`src/rtl/prog_loader_pkg.sv`:
```
// Shared types and parameter defaults for the program loader.
package prog_loader_pkg;

    typedef enum logic [2:0] {
        ST_LEN_LO = 3'd0,
        ST_LEN_HI = 3'd1,
        ST_BYTE   = 3'd2,
        ST_WRITE  = 3'd3,
        ST_DONE   = 3'd4,
        ST_ERR    = 3'd5
    } state_t;

    localparam logic [31:0] DEF_BASE_ADDR = 32'h0000_0000;
    localparam int unsigned DEF_MAX_WORDS = 256;

endpackage

```
`src/rtl/prog_loader_word_assembler.sv`:
```
// Collects four bytes into one 32-bit word, one lane per accepted byte.
// word_o already includes a byte being loaded this cycle, so the loader
// can capture a complete word on the same edge as the fourth byte.
module word_assembler (
    input  logic        clk,
    input  logic        rst,
    input  logic [7:0]  byte_i,
    input  logic [1:0]  lane_i,
    input  logic        load_i,
    input  logic        clear_i,
    output logic [31:0] word_o
);

    logic [31:0] word_q;
    logic [31:0] word_d;

    // Next word: clear wins over load; load replaces the selected lane.
    always_comb begin
        word_d = word_q;
        if (clear_i) begin
            word_d = 32'd0;
        end else if (load_i) begin
            word_d[8*lane_i +: 8] = byte_i;
        end
    end

    // Assembly register.
    always_ff @(posedge clk or negedge rst) begin
        if (!rst) begin
            word_q <= 32'd0;
        end else begin
            word_q <= word_d;
        end
    end

    assign word_o = word_d;

endmodule

```
`src/rtl/prog_loader.sv`:
```
// Streams a length-prefixed program into instruction memory while holding
// the core in reset, then releases it.
//
// state     | meaning
// ----------+-----------------------------------------------
// LEN_LO    | waiting for word count low byte
// LEN_HI    | waiting for word count high byte
// BYTE      | collecting the 4 bytes of the current word
// WRITE     | one-cycle instruction memory write
// DONE      | program loaded, core released
// ERR       | declared length too large, core held
module prog_loader
    import prog_loader_pkg::*;
#(
    parameter logic [31:0] BASE_ADDR = DEF_BASE_ADDR,
    parameter int unsigned MAX_WORDS = DEF_MAX_WORDS
) (
    input  logic        clk,
    input  logic        rst,
    input  logic        in_valid,
    input  logic [7:0]  in_data,
    output logic        in_ready,
    input  logic        start,
    output logic        imem_we,
    output logic [31:0] imem_addr,
    output logic [31:0] imem_wdata,
    output logic        cpu_rst,
    output logic        done,
    output logic        err
);

    state_t      state_q, state_d;
    logic [15:0] n_q, n_d;
    logic [15:0] index_q, index_d;
    logic [1:0]  bcnt_q, bcnt_d;
    logic        imem_we_q, imem_we_d;
    logic [31:0] imem_addr_q, imem_addr_d;
    logic [31:0] imem_wdata_q, imem_wdata_d;
    logic        cpu_rst_q, cpu_rst_d;
    logic        done_q, done_d;
    logic        err_q, err_d;

    logic        fire;
    logic        asm_load;
    logic        asm_clear;
    logic [15:0] n_full;
    logic [31:0] asm_word;

    assign in_ready = (state_q == ST_LEN_LO) || (state_q == ST_LEN_HI) ||
                      (state_q == ST_BYTE);
    assign fire     = in_valid && in_ready;
    assign n_full   = {in_data, n_q[7:0]};

    word_assembler u_asm (
        .clk     (clk),
        .rst     (rst),
        .byte_i  (in_data),
        .lane_i  (bcnt_q),
        .load_i  (asm_load),
        .clear_i (asm_clear),
        .word_o  (asm_word)
    );

    // Next-state logic; outputs are registered from the next state so they
    // line up with the state they describe.
    always_comb begin
        state_d   = state_q;
        n_d       = n_q;
        index_d   = index_q;
        bcnt_d    = bcnt_q;
        asm_load  = 1'b0;
        asm_clear = 1'b0;

        case (state_q)
            ST_LEN_LO: begin
                if (fire) begin
                    n_d[7:0] = in_data;
                    state_d  = ST_LEN_HI;
                end
            end
            ST_LEN_HI: begin
                if (fire) begin
                    n_d[15:8] = in_data;
                    if (n_full == 16'd0) begin
                        state_d = ST_DONE;
                    end else if (32'(n_full) > MAX_WORDS) begin
                        state_d = ST_ERR;
                    end else begin
                        state_d   = ST_BYTE;
                        index_d   = 16'd0;
                        bcnt_d    = 2'd0;
                        asm_clear = 1'b1;
                    end
                end
            end
            ST_BYTE: begin
                if (fire) begin
                    asm_load = 1'b1;
                    bcnt_d   = bcnt_q + 2'd1;
                    if (bcnt_q == 2'd3) begin
                        state_d = ST_WRITE;
                    end
                end
            end
            ST_WRITE: begin
                if (({1'b0, index_q} + 17'd1) == {1'b0, n_q}) begin
                    state_d = ST_DONE;
                end else begin
                    state_d = ST_BYTE;
                    index_d = index_q + 16'd1;
                    bcnt_d  = 2'd0;
                end
            end
            ST_DONE, ST_ERR: begin
                if (start) begin
                    state_d   = ST_LEN_LO;
                    n_d       = 16'd0;
                    index_d   = 16'd0;
                    bcnt_d    = 2'd0;
                    asm_clear = 1'b1;
                end
            end
            default: state_d = ST_LEN_LO;
        endcase

        imem_we_d    = (state_d == ST_WRITE);
        imem_addr_d  = imem_addr_q;
        imem_wdata_d = imem_wdata_q;
        if (state_d == ST_WRITE) begin
            imem_addr_d  = BASE_ADDR + {14'd0, index_q, 2'b00};
            imem_wdata_d = asm_word;
        end
        cpu_rst_d = (state_d != ST_DONE);
        done_d    = (state_d == ST_DONE);
        err_d     = (state_d == ST_ERR);
    end

    // State, counters and registered outputs.
    always_ff @(posedge clk or negedge rst) begin
        if (!rst) begin
            state_q      <= ST_LEN_LO;
            n_q          <= 16'd0;
            index_q      <= 16'd0;
            bcnt_q       <= 2'd0;
            imem_we_q    <= 1'b0;
            imem_addr_q  <= BASE_ADDR;
            imem_wdata_q <= 32'd0;
            cpu_rst_q    <= 1'b1;
            done_q       <= 1'b0;
            err_q        <= 1'b0;
        end else begin
            state_q      <= state_d;
            n_q          <= n_d;
            index_q      <= index_d;
            bcnt_q       <= bcnt_d;
            imem_we_q    <= imem_we_d;
            imem_addr_q  <= imem_addr_d;
            imem_wdata_q <= imem_wdata_d;
            cpu_rst_q    <= cpu_rst_d;
            done_q       <= done_d;
            err_q        <= err_d;
        end
    end

    assign imem_we    = imem_we_q;
    assign imem_addr  = imem_addr_q;
    assign imem_wdata = imem_wdata_q;
    assign cpu_rst    = cpu_rst_q;
    assign done       = done_q;
    assign err        = err_q;

endmodule

```
`config.mk`:
```
export PLATFORM = sky130hd
export DESIGN_NAME = prog_loader
export DESIGN_NICKNAME = d
export VERILOG_FILES = /design/src/rtl/prog_loader_pkg.sv /design/src/rtl/prog_loader_word_assembler.sv /design/src/rtl/prog_loader.sv
export SDC_FILE = /design/constraint.sdc
export NUM_CORES = 1
export LEC_CHECK = 0
export BUFFER_PORTS_ARGS = -buffer_cell sky130_fd_sc_hd__buf_2
export CAP_MARGIN = 20
export CORE_UTILIZATION = 62
export DETAILED_ROUTE_END_ITERATION = 12
export PLACE_DENSITY_LB_ADDON = 0.12
export SLEW_MARGIN = 20
export SYNTH_ARGS = -nofsm -noshare
export SYNTH_HDL_FRONTEND = slang
export SYNTH_SLANG_ARGS = --single-unit
```
`constraint.sdc`:
```
create_clock -name clk -period 5.9 [get_ports clk]
set_input_delay 1.18 -clock clk [delete_from_list [all_inputs] [get_ports clk]]
set_output_delay 1.18 -clock clk [all_outputs]
set_load 0.05 [all_outputs]
```
# Word level (Yosys, flattened, before mapping)
# Index checks and enable logic that the tools add are counted.
op_classes:
  addsub: 4
  magnitude_cmp: 1
  eq_ne: 18
  shift: 2
  mux: 35
  n_reduce_logical: 14
op_table:
  columns: ["cell", "n"]
  rows:
  - ["$mux W16", 5]
  - ["$mux W32", 2]
  - ["$pmux W16 S3", 1]
  - ["$neg A5 Y34", 1]
  - ["$shift A8 B34 Y32 const A", 1]
  - ["$shiftx A8 B34 Y32", 1]
  - ["$bwmux W32", 1]
  - ["$pmux W8 S2", 2]
  - ["$mux W3", 8]
  - ["$add A16 B1 Y17 const B", 1]
  - ["$eq A17 B16 Y1", 1]
  - ["$add A16 B1 Y16 const B", 1]
  - ["$gt A16 B9 Y1 const B", 1]
  - ["$logic_not A16 Y1", 1]
  - ["$pmux W3 S5", 1]
  - ["$ne A2 B2 Y1 const B", 7]
  - ["$eq A3 B3 Y1 const B", 4]
  - ["$mux W2", 6]
  - ["$eq A3 B2 Y1 const B", 3]
  - ["$mux W8", 1]
  - ["$pmux W2 S4", 1]
  - ["$reduce_and A7 Y1", 1]
  - ["$mux W1", 6]
  - ["$reduce_and A3 Y1", 2]
  - ["other kinds (13)", 15]
word_totals:
  register_bits: 121
  word_cells: 86

# Longest topological paths before layout
# Gate-level depths: netlist of the first run.
logic_depth:
  word_depth: 8
  mapped_depth: 12

# Cells and area by module
# From an unflattened synthesis of the first run, not the netlist that was laid out.
unflattened:
  cells_unflattened: 580
  hier_area_um2: 6224.7
modules_own_cells:
  columns: ["module", "instances", "cells_each", "area_each_um2", "seq_area_each_um2"]
  rows:
  - ["prog_loader", 1, 445, 4594.4, 2228.4]
  - ["word_assembler", 1, 135, 1630.3, 800.8]

# Least setup slack after synthesis of the first run
# Ideal clock, no wire load.
synth_path:
  path_kind: "input -> register"
  start: "in in_data[4]"
  end: "reg index_q[14]"
  arrival_ns: 2.818
  slack_ns: 2.958
  path_stages: 9
  n_path_buf: 2
  path_cell_list: "nor4_1 > nand2_1 > nor3_1 > a21oi_1 > o32a_1 > clkbuf_1 > clkbuf_1 > a22oi_1 > nand2_1"
synth_between:
  elab_chain_len: 3
  elab_cells_between_ends: 5
  classes_between: "order compare (1); eq/ne (2); reduce/logical (2)"
synth_lines:
  columns: ["element", "line_no", "rtl"]
  rows:
  - ["start: declaration", "prog_loader.sv:21", "input logic [7:0] in_data,"]
  - ["$gt A16 B9 Y1 or $logic_not A16 Y1 (tied branches)", "prog_loader.sv:86, prog_loader.sv:84", null]
  - ["$ne A2 B2 Y1 (no source line)", null, null]
  - ["$reduce_and A6 Y1 (no source line) *", null, null]
  - ["end signal: assignment", "prog_loader.sv:154", "index_q <= index_d;"]
  - ["end: declaration", "prog_loader.sv:34", "logic [15:0] index_q, index_d;"]
# Every way passes the cells marked *; elsewhere a longest branch is shown, timed or not.
# A chain may end at the register's enable or synchronous reset.

# Worst setup path after layout of the first run
layout_path:
  start: "reg index_q[0]"
  end: "reg cpu_rst_q, in the netlist cpu_rst"
layout_between:
  elab_chain_len: 5
layout_lines:
  columns: ["element", "line_no", "rtl"]
  rows:
  - ["$add A16 B1 Y17", "prog_loader.sv:106", "if (({1'b0, index_q} + 17'd1) == {1'b0, n_q}) begin"]
  - ["$eq A17 B16 Y1", "prog_loader.sv:106", null]
  - ["$mux W3", "prog_loader.sv:106", null]
  - ["$pmux W3 S5", "prog_loader.sv:74", "case (state_q)"]
  - ["named net state_d[2]", "prog_loader.sv:32", "state_t state_q, state_d;"]
  - ["$ne A3 B3 Y1", "prog_loader.sv:133", "cpu_rst_d = (state_d != ST_DONE);"]
  - ["named net cpu_rst_d", "prog_loader.sv:39", "logic cpu_rst_q, cpu_rst_d;"]
  - ["end signal: assignment", "prog_loader.sv:159", "cpu_rst_q <= cpu_rst_d;"]
  - ["end: declaration", "prog_loader.sv:39", null]
# The timed path passes the listed nets, and every way through them passes these cells.

==> results of run 1 <==
-- registers in the layout, indices dropped and copies added, names as in the netlist --
| signal | count |
|---|---|
| bcnt_q | 2 |
| cpu_rst | 1 |
| done | 1 |
| err | 1 |
| imem_addr | 16 |
| imem_wdata | 32 |
| imem_we | 1 |
| index_q | 16 |
| n_q | 16 |
| state_q | 3 |
| u_asm.word_q | 32 |
-- cell families (layout without fill, tap and decap cells) --
kind of cell	count (synthesis)	count (layout)	share of synthesized area
multiplexers	15	15	0.0274
XOR/XNOR	16	16	0.0229
buffers and inverters	72	111	0.0615
AO/OA/AOI/OAI	146	146	0.153
adder cells (fa/ha/maj)	7	7	0.0143
other	1	16	0.000613
AND/OR/NAND/NOR	270	270	0.225
flip-flops	121	121	0.495
-- layer usage --
metal / part of all wire / vias to the layer above / GRT usage
li1: - / 2368 / -
met1: 0.48 / 2399 / 0.451
met2: 0.45 / 190 / 0.443
met3: 0.058 / 27 / 0.0663
met4: 0.015 / 0 / 0.125
met5: 0 / - / 0
-- cells in the final DEF, fill, tap and decap left out, types with 5 or more instances in the layout --
cell type / netlist / layout
ha_1: 7 / 7
xnor2_1: 6 / 6
conb_1: 1 / 16
nor2_1: 52 / 52
clkbuf_16: 0 / 16
nand3_1: 19 / 19
nand2_1: 94 / 93
a21o_1: 5 / 5
nor4_1: 6 / 6
nand4_1: 7 / 7
and3_1: 37 / 37
a21oi_1: 43 / 42
o31ai_1: 32 / 32
nor3_1: 11 / 11
inv_1: 11 / 11
mux2_2: 14 / 14
o211ai_1: 13 / 13
xor2_1: 10 / 10
o21ai_0: 27 / 27
buf_2: 6 / 63
or4_1: 10 / 10
clkinvlp_4: 0 / 5
dfrtp_1: 120 / 120
-- per-stage QoR --
stage | instance area, sq um | std cells | setup slack, ns | hold WS [ns]
6_report | 6940 | 831 | 2.18 | 0.469
3_5_place_dp | 6370 | 799 | 2.20 | 0.461
4_1_cts | 6930 | 831 | 2.23 | 0.474
3_3_place_gp | 6370 | 799 | 2.27 | 0.458
5_1_grt | 6940 | 831 | 1.87 | 0.492
2_1_floorplan | 6180 | 663 | 2.96 | 0.469
-- area by class of cell --
| cell class | instances | share of cell area |
|---|---|---|
| multi-input combinational | 470 | 0.401 |
| sequential | 121 | 0.437 |
| clock buffer | 19 | 0.0637 |
| tap | 129 | 0.0233 |
| inverter | 11 | 0.00595 |
| clock inverter | 13 | 0.0175 |
| timing repair buffer | 68 | 0.0514 |
-- worst reg2reg max path, delay by kind of cell, from the launching register on --
family | cells | cell delay, ns
compound gates | 2 | 0.41
fa+ha+maj | 1 | 0.34
buf+inv | 1 | 0.12
flops | 1 | 0.52
simple gates | 6 | 2.27
-- how the worst min path moves through the flow --
stage | start | end | slack, ns | depth (start not counted)
floorplan | n_q[11] | n_q[11] | 0.47 | 2
global placement | imem_wdata[14] | imem_wdata[14] | 0.46 | 2
detailed placement | imem_wdata[17] | imem_wdata[17] | 0.46 | 2
CTS | imem_wdata[17] | imem_wdata[17] | 0.47 | 2
global route | imem_wdata[14] | imem_wdata[14] | 0.49 | 2
finish | imem_wdata[17] | imem_wdata[17] | 0.47 | 2
-- power groups by stage --
stage	logic (W)	clock network, W	registers [W]
final	0.000452	0.000959	0.000972
after global routing	0.000505	0.00101	0.000980
after CTS	0.000447	0.000977	0.000970
after detailed placement	0.000443	0	0.000984
after global placement	0.000436	0	0.000980
after floorplan	0.000328	0	0.000982
==> flow_metrics.env, run 1 <==
export IMPL_outcome="completed"
export IMPL_clock_latency_ns=0.51
export IMPL_leakage_nw=3.47
export IMPL_yosysTopAreaCell="dfrtp_1"
export IMPL_multi_input_area_sq_um=2780
export IMPL_synth_top_area_frac=0.491
export IMPL_ys_seq_area_frac=0.495
export IMPL_synthArstFlopShare=1.00
export IMPL_fin_skew_ns=0.00612
export IMPL_finalCritPeriodShare=0.630
export IMPL_cts_htree_levels=4
export IMPL_yosys_cell_types_count=61
export IMPL_max_cap_violations=0
export IMPL_tns_ns=0
export IMPL_cp_max_fo=28
export IMPL_pwr_share_seq=0.408
export IMPL_layout_min_cycle_time_ns=3.72
export IMPL_seqCellArea_sq_um=3030
export IMPL_path_class="reg2reg"
export IMPL_reg2reg_from="index_q[0]"
export IMPL_p_per_area_nw_per_um2=344
export IMPL_setup_viol=0
export IMPL_cp_slowest_stage_delay_ns=0.86
export IMPL_cts_buffer_depth=2
export IMPL_worstSetupEndpointType="flop"
export IMPL_hold_buffers=0
export IMPL_sw_frac_of_total=0.328
export IMPL_ff2ff_setup_slack_ns=2.18
export IMPL_finalHoldViolCount=0
export IMPL_rsz0062_at_grt="false"
export IMPL_dp_hpwl_um=9560
export IMPL_synth_edf_count=0
export IMPL_endpoint="cpu_rst"
export IMPL_drive_gt1_frac=0.184
export IMPL_start_util=0.650
export IMPL_worst_pin_slew_ns=0.990
export IMPL_p_sw_w=0.000781
export IMPL_ys_warnings_count=0
export IMPL_start_kind="flop"
export IMPL_synth_ff_latch_count=121
export IMPL_slew_viol_final=0
export IMPL_grt_antenna_before_repair=0
export IMPL_cts_setup_buffers=0
export IMPL_ant_nets=0
export IMPL_cts_root_buf="clkbuf_8"
export IMPL_die_width_um=101
export IMPL_area_growth_pct=13.3
export IMPL_die_area_sq_um=10300
export IMPL_synth_area_sq_um=6120
export IMPL_grt_pass1_wl_um=23800
export IMPL_crit_arrival_ns=4.16
export IMPL_clock_sinks=121
export IMPL_path_depth=10
export IMPL_synthCells=648
export IMPL_slew_headroom=0.340
export IMPL_grt_max_degree=87
export IMPL_cts_buffers=17
export IMPL_core_area_sq_um=9420
export IMPL_path_buf_inv=1
export IMPL_synth_most_common_cell="dfrtp_1"
export IMPL_port_buffers=64
export IMPL_vias_per_cell=6.00
export IMPL_drt_total_wl_um=14500
export IMPL_cp_required_ns=6.34
export IMPL_postLayoutCoreUtil=0.737
export IMPL_fill_cells=701
export IMPL_synth_ff_type="dfrtp_1"
export IMPL_nets=708
export IMPL_power_total_w=0.00238
export IMPL_drc_errors=0
export IMPL_r2r_cells=10
export IMPL_grt_pass1_vias=4633
export IMPL_gp_congestion=0.924
export IMPL_clkPwrFrac=0.402
export IMPL_avgRoutedWirePerCell_um=17.4
export IMPL_startpoint="index_q[0]"
export IMPL_cp_cell_sequence="ha_1, nand3_2, nor2_4, a31oi_1, or4_1, nor4_2, and3_1, a21oi_1, inv_1, nand2_1"
export IMPL_track_usage=0.307
export IMPL_vias=4984
export IMPL_internal_power_w=0.00160
export IMPL_drtIter0Drc=274
export IMPL_worstReg2RegEnd="cpu_rst"
export IMPL_die_y_um=101
export IMPL_num_rows=35
export IMPL_num_io_pins=81
export IMPL_drt_pre_antenna_iters=5
export IMPL_critPathSlowestCell="and3_1"
export IMPL_ys_top_cells_by_area="dfrtp_1 49%, nand2_1 5.8%, o31ai_1 3.9%, and3_1 3.8%, a21oi_1 3.5%"
export IMPL_comb_power_share=0.190
export IMPL_min_path_type="reg2reg"
export IMPL_path_clk_slew_ns=0.06
export IMPL_cts_tree="built"
export IMPL_gr_total_overflow=0
export IMPL_antennaDiodeCount=0
export IMPL_fmax_mhz=269
export IMPL_cts_resized=0
export IMPL_syn_area_per_cell_sq_um=9.44
export IMPL_synth_common_cells="120 x dfrtp_1, 94 x nand2_1, 52 x nor2_1"
export IMPL_irDropWorstVdd_mv=0.393
export IMPL_cp_top_family="simple AND/OR/NAND/NOR gates"
Power figures use the tool's default switching activity.
==> run 2, diff against run 1 <==
CORE_UTILIZATION = 58   (was 62)
clock period = 3.8 ns   (was 5.9 ns; I/O delays follow)
==> flow_metrics.env, run 2 (same netlist as run 1, synthesis figures left out) <==
export IMPL_path_clk_slew_ns=0.06
export IMPL_fill_cells=793
export IMPL_vias_per_cell=6.01
export IMPL_place_area_sq_um=6430
export IMPL_num_rows=37
export IMPL_path_class="reg2reg"
export IMPL_drive_gt1_frac=0.186
export IMPL_setup_viol=0
export IMPL_p_per_area_nw_per_um2=560
export IMPL_drtIter0Drc=330
export IMPL_cp_slowest_stage_delay_ns=0.57
export IMPL_port_buffers=64
export IMPL_avgRoutedWirePerCell_um=17.4
export IMPL_cp_cell_sequence="ha_1, nand3_2, nor2_4, a31oi_1, or4_1, nor4_2, and3_1, buf_12, nor4_1, a211o_1"
export IMPL_cts_htree_levels=4
export IMPL_dp_worst_setup_slack_ns=0.579
export IMPL_nets=712
export IMPL_worst_pin_slew_ns=0.963
export IMPL_irDropWorstVdd_mv=0.475
export IMPL_cts_buffers=17
export IMPL_finalCritPeriodShare=0.862
export IMPL_grt_max_degree=74
export IMPL_max_cap_violations=0
export IMPL_ant_nets=0
export IMPL_start_kind="flop"
export IMPL_start_util=0.595
export IMPL_clock_latency_ns=0.53
export IMPL_hold_buffers=0
export IMPL_outcome="completed"
export IMPL_die_area_sq_um=11000
export IMPL_gp_congestion=0.948
export IMPL_mostFrequentLayoutCells="120 x dfrtp_1, 93 x nand2_1, 63 x buf_2"
export IMPL_clock_sinks=121
export IMPL_grt_pass1_wl_um=24100
export IMPL_fin_area_sq_um=7070
export IMPL_drc_errors=0
export IMPL_gr_total_overflow=0
export IMPL_cts_root_buf="clkbuf_8"
export IMPL_leakage_nw=3.53
export IMPL_drt_pre_antenna_iters=5
export IMPL_fmax_mhz=305
export IMPL_cts_buffer_depth=2
export IMPL_vias=5062
export IMPL_grt_pass1_vias=4705
export IMPL_die_width_um=105
export IMPL_grt_antenna_before_repair=0
export IMPL_tns_ns=0
export IMPL_cp_required_ns=4.21
export IMPL_cts_resized=0
export IMPL_crit_arrival_ns=3.69
export IMPL_critPathSlowestCell="or4_1"
export IMPL_num_io_pins=81
export IMPL_finalHoldViolCount=0
export IMPL_slew_viol_final=0
export IMPL_slew_headroom=0.358
export IMPL_worstSetupEndpointType="flop"
export IMPL_final_setup_worst_slack_ns=0.523
export IMPL_antennaDiodeCount=0
export IMPL_cts_setup_buffers=0
export IMPL_cts_tree="built"
export IMPL_layout_commonest_cell="dfrtp_1"
export IMPL_layout_min_cycle_time_ns=3.28
export IMPL_drt_total_wl_um=14700
export IMPL_track_usage=0.283
export IMPL_core_area_sq_um=10300
export IMPL_rsz0062_at_grt="false"
export IMPL_die_y_um=105
export IMPL_dp_hpwl_um=9640
export IMPL_min_path_type="in2async"
export IMPL_fin_skew_ns=0.00681
export IMPL_cp_max_fo=21
export IMPL_area_growth_pct=15.6
## run 2: cell types whose count changed in the layout (fill, tap and decap cells not counted), sizes merged
cell	previous run	this run
clkinvlp	5	2
bufinv	1	5
buf	68	72
clkinv	5	4
## run 2: routing by layer
| metal | up-vias | part of all wire | GRT usage |
|---|---|---|---|
| met5 | - | 0 | 0 |
| met4 | 0 | 0.017 | 0.0996 |
| met3 | 30 | 0.051 | 0.0549 |
| met2 | 174 | 0.44 | 0.407 |
| met1 | 2474 | 0.49 | 0.428 |
| li1 | 2384 | - | - |
## run 2: final cells by class
class                           instances  area (sq um)  share of cell area
Inverter                               11          41.3             0.00584
Clock inverter                         13           218              0.0308
Multi-Input combinational cell        470          2780               0.394
Timing Repair Buffer                   72           408              0.0577
Sequential cell                       121          3030               0.428
Clock buffer                           19           422              0.0596
Tap cell                              136           170              0.0241
## run 2: power by group
| group | switching (W) | internal, W | leakage, nW |
|---|---|---|---|
| combinational | 0.000510 | 0.000194 | 1.56 |
| clock | 0.000607 | 0.00114 | 0.303 |
| sequential | 0.000119 | 0.00139 | 1.66 |
| total | 0.00124 | 0.00272 | 3.53 |
## run 2: per-stage QoR
step                      hold WS, ns  power, W  instances  utilization
final                           0.357   0.00396        842        0.688
after global routing            0.452   0.00411        842        0.688
after CTS                       0.408   0.00396        842        0.688
after detailed placement        0.460   0.00222        810        0.626
after global placement          0.456   0.00221        810        0.626
after floorplan                 0.464   0.00203        663            -
## run 2: worst paths after layout
check,start,depth (start not counted),to,slack (ns)
max,index_q[0],10,index_q[2],0.52
min,rst,1,imem_addr[11],0.36
max reg2reg,index_q[0],10,index_q[2],0.52
min reg2reg,imem_wdata[19],2,imem_wdata[19],0.47
max in group asynchronous,rst,2,u_asm.word_q[8],2.66
min in group clk,imem_wdata[19],2,imem_wdata[19],0.47
## run 2: critical path, delay by kind of cell (launching register included)
family,cells,cell delay [ns]
AOI/OAI and AO/OA,2,0.38
adders and majority gates,1,0.30
buffers and inverters,1,0.20
DFF,1,0.50
and+or+nand+nor,6,1.77
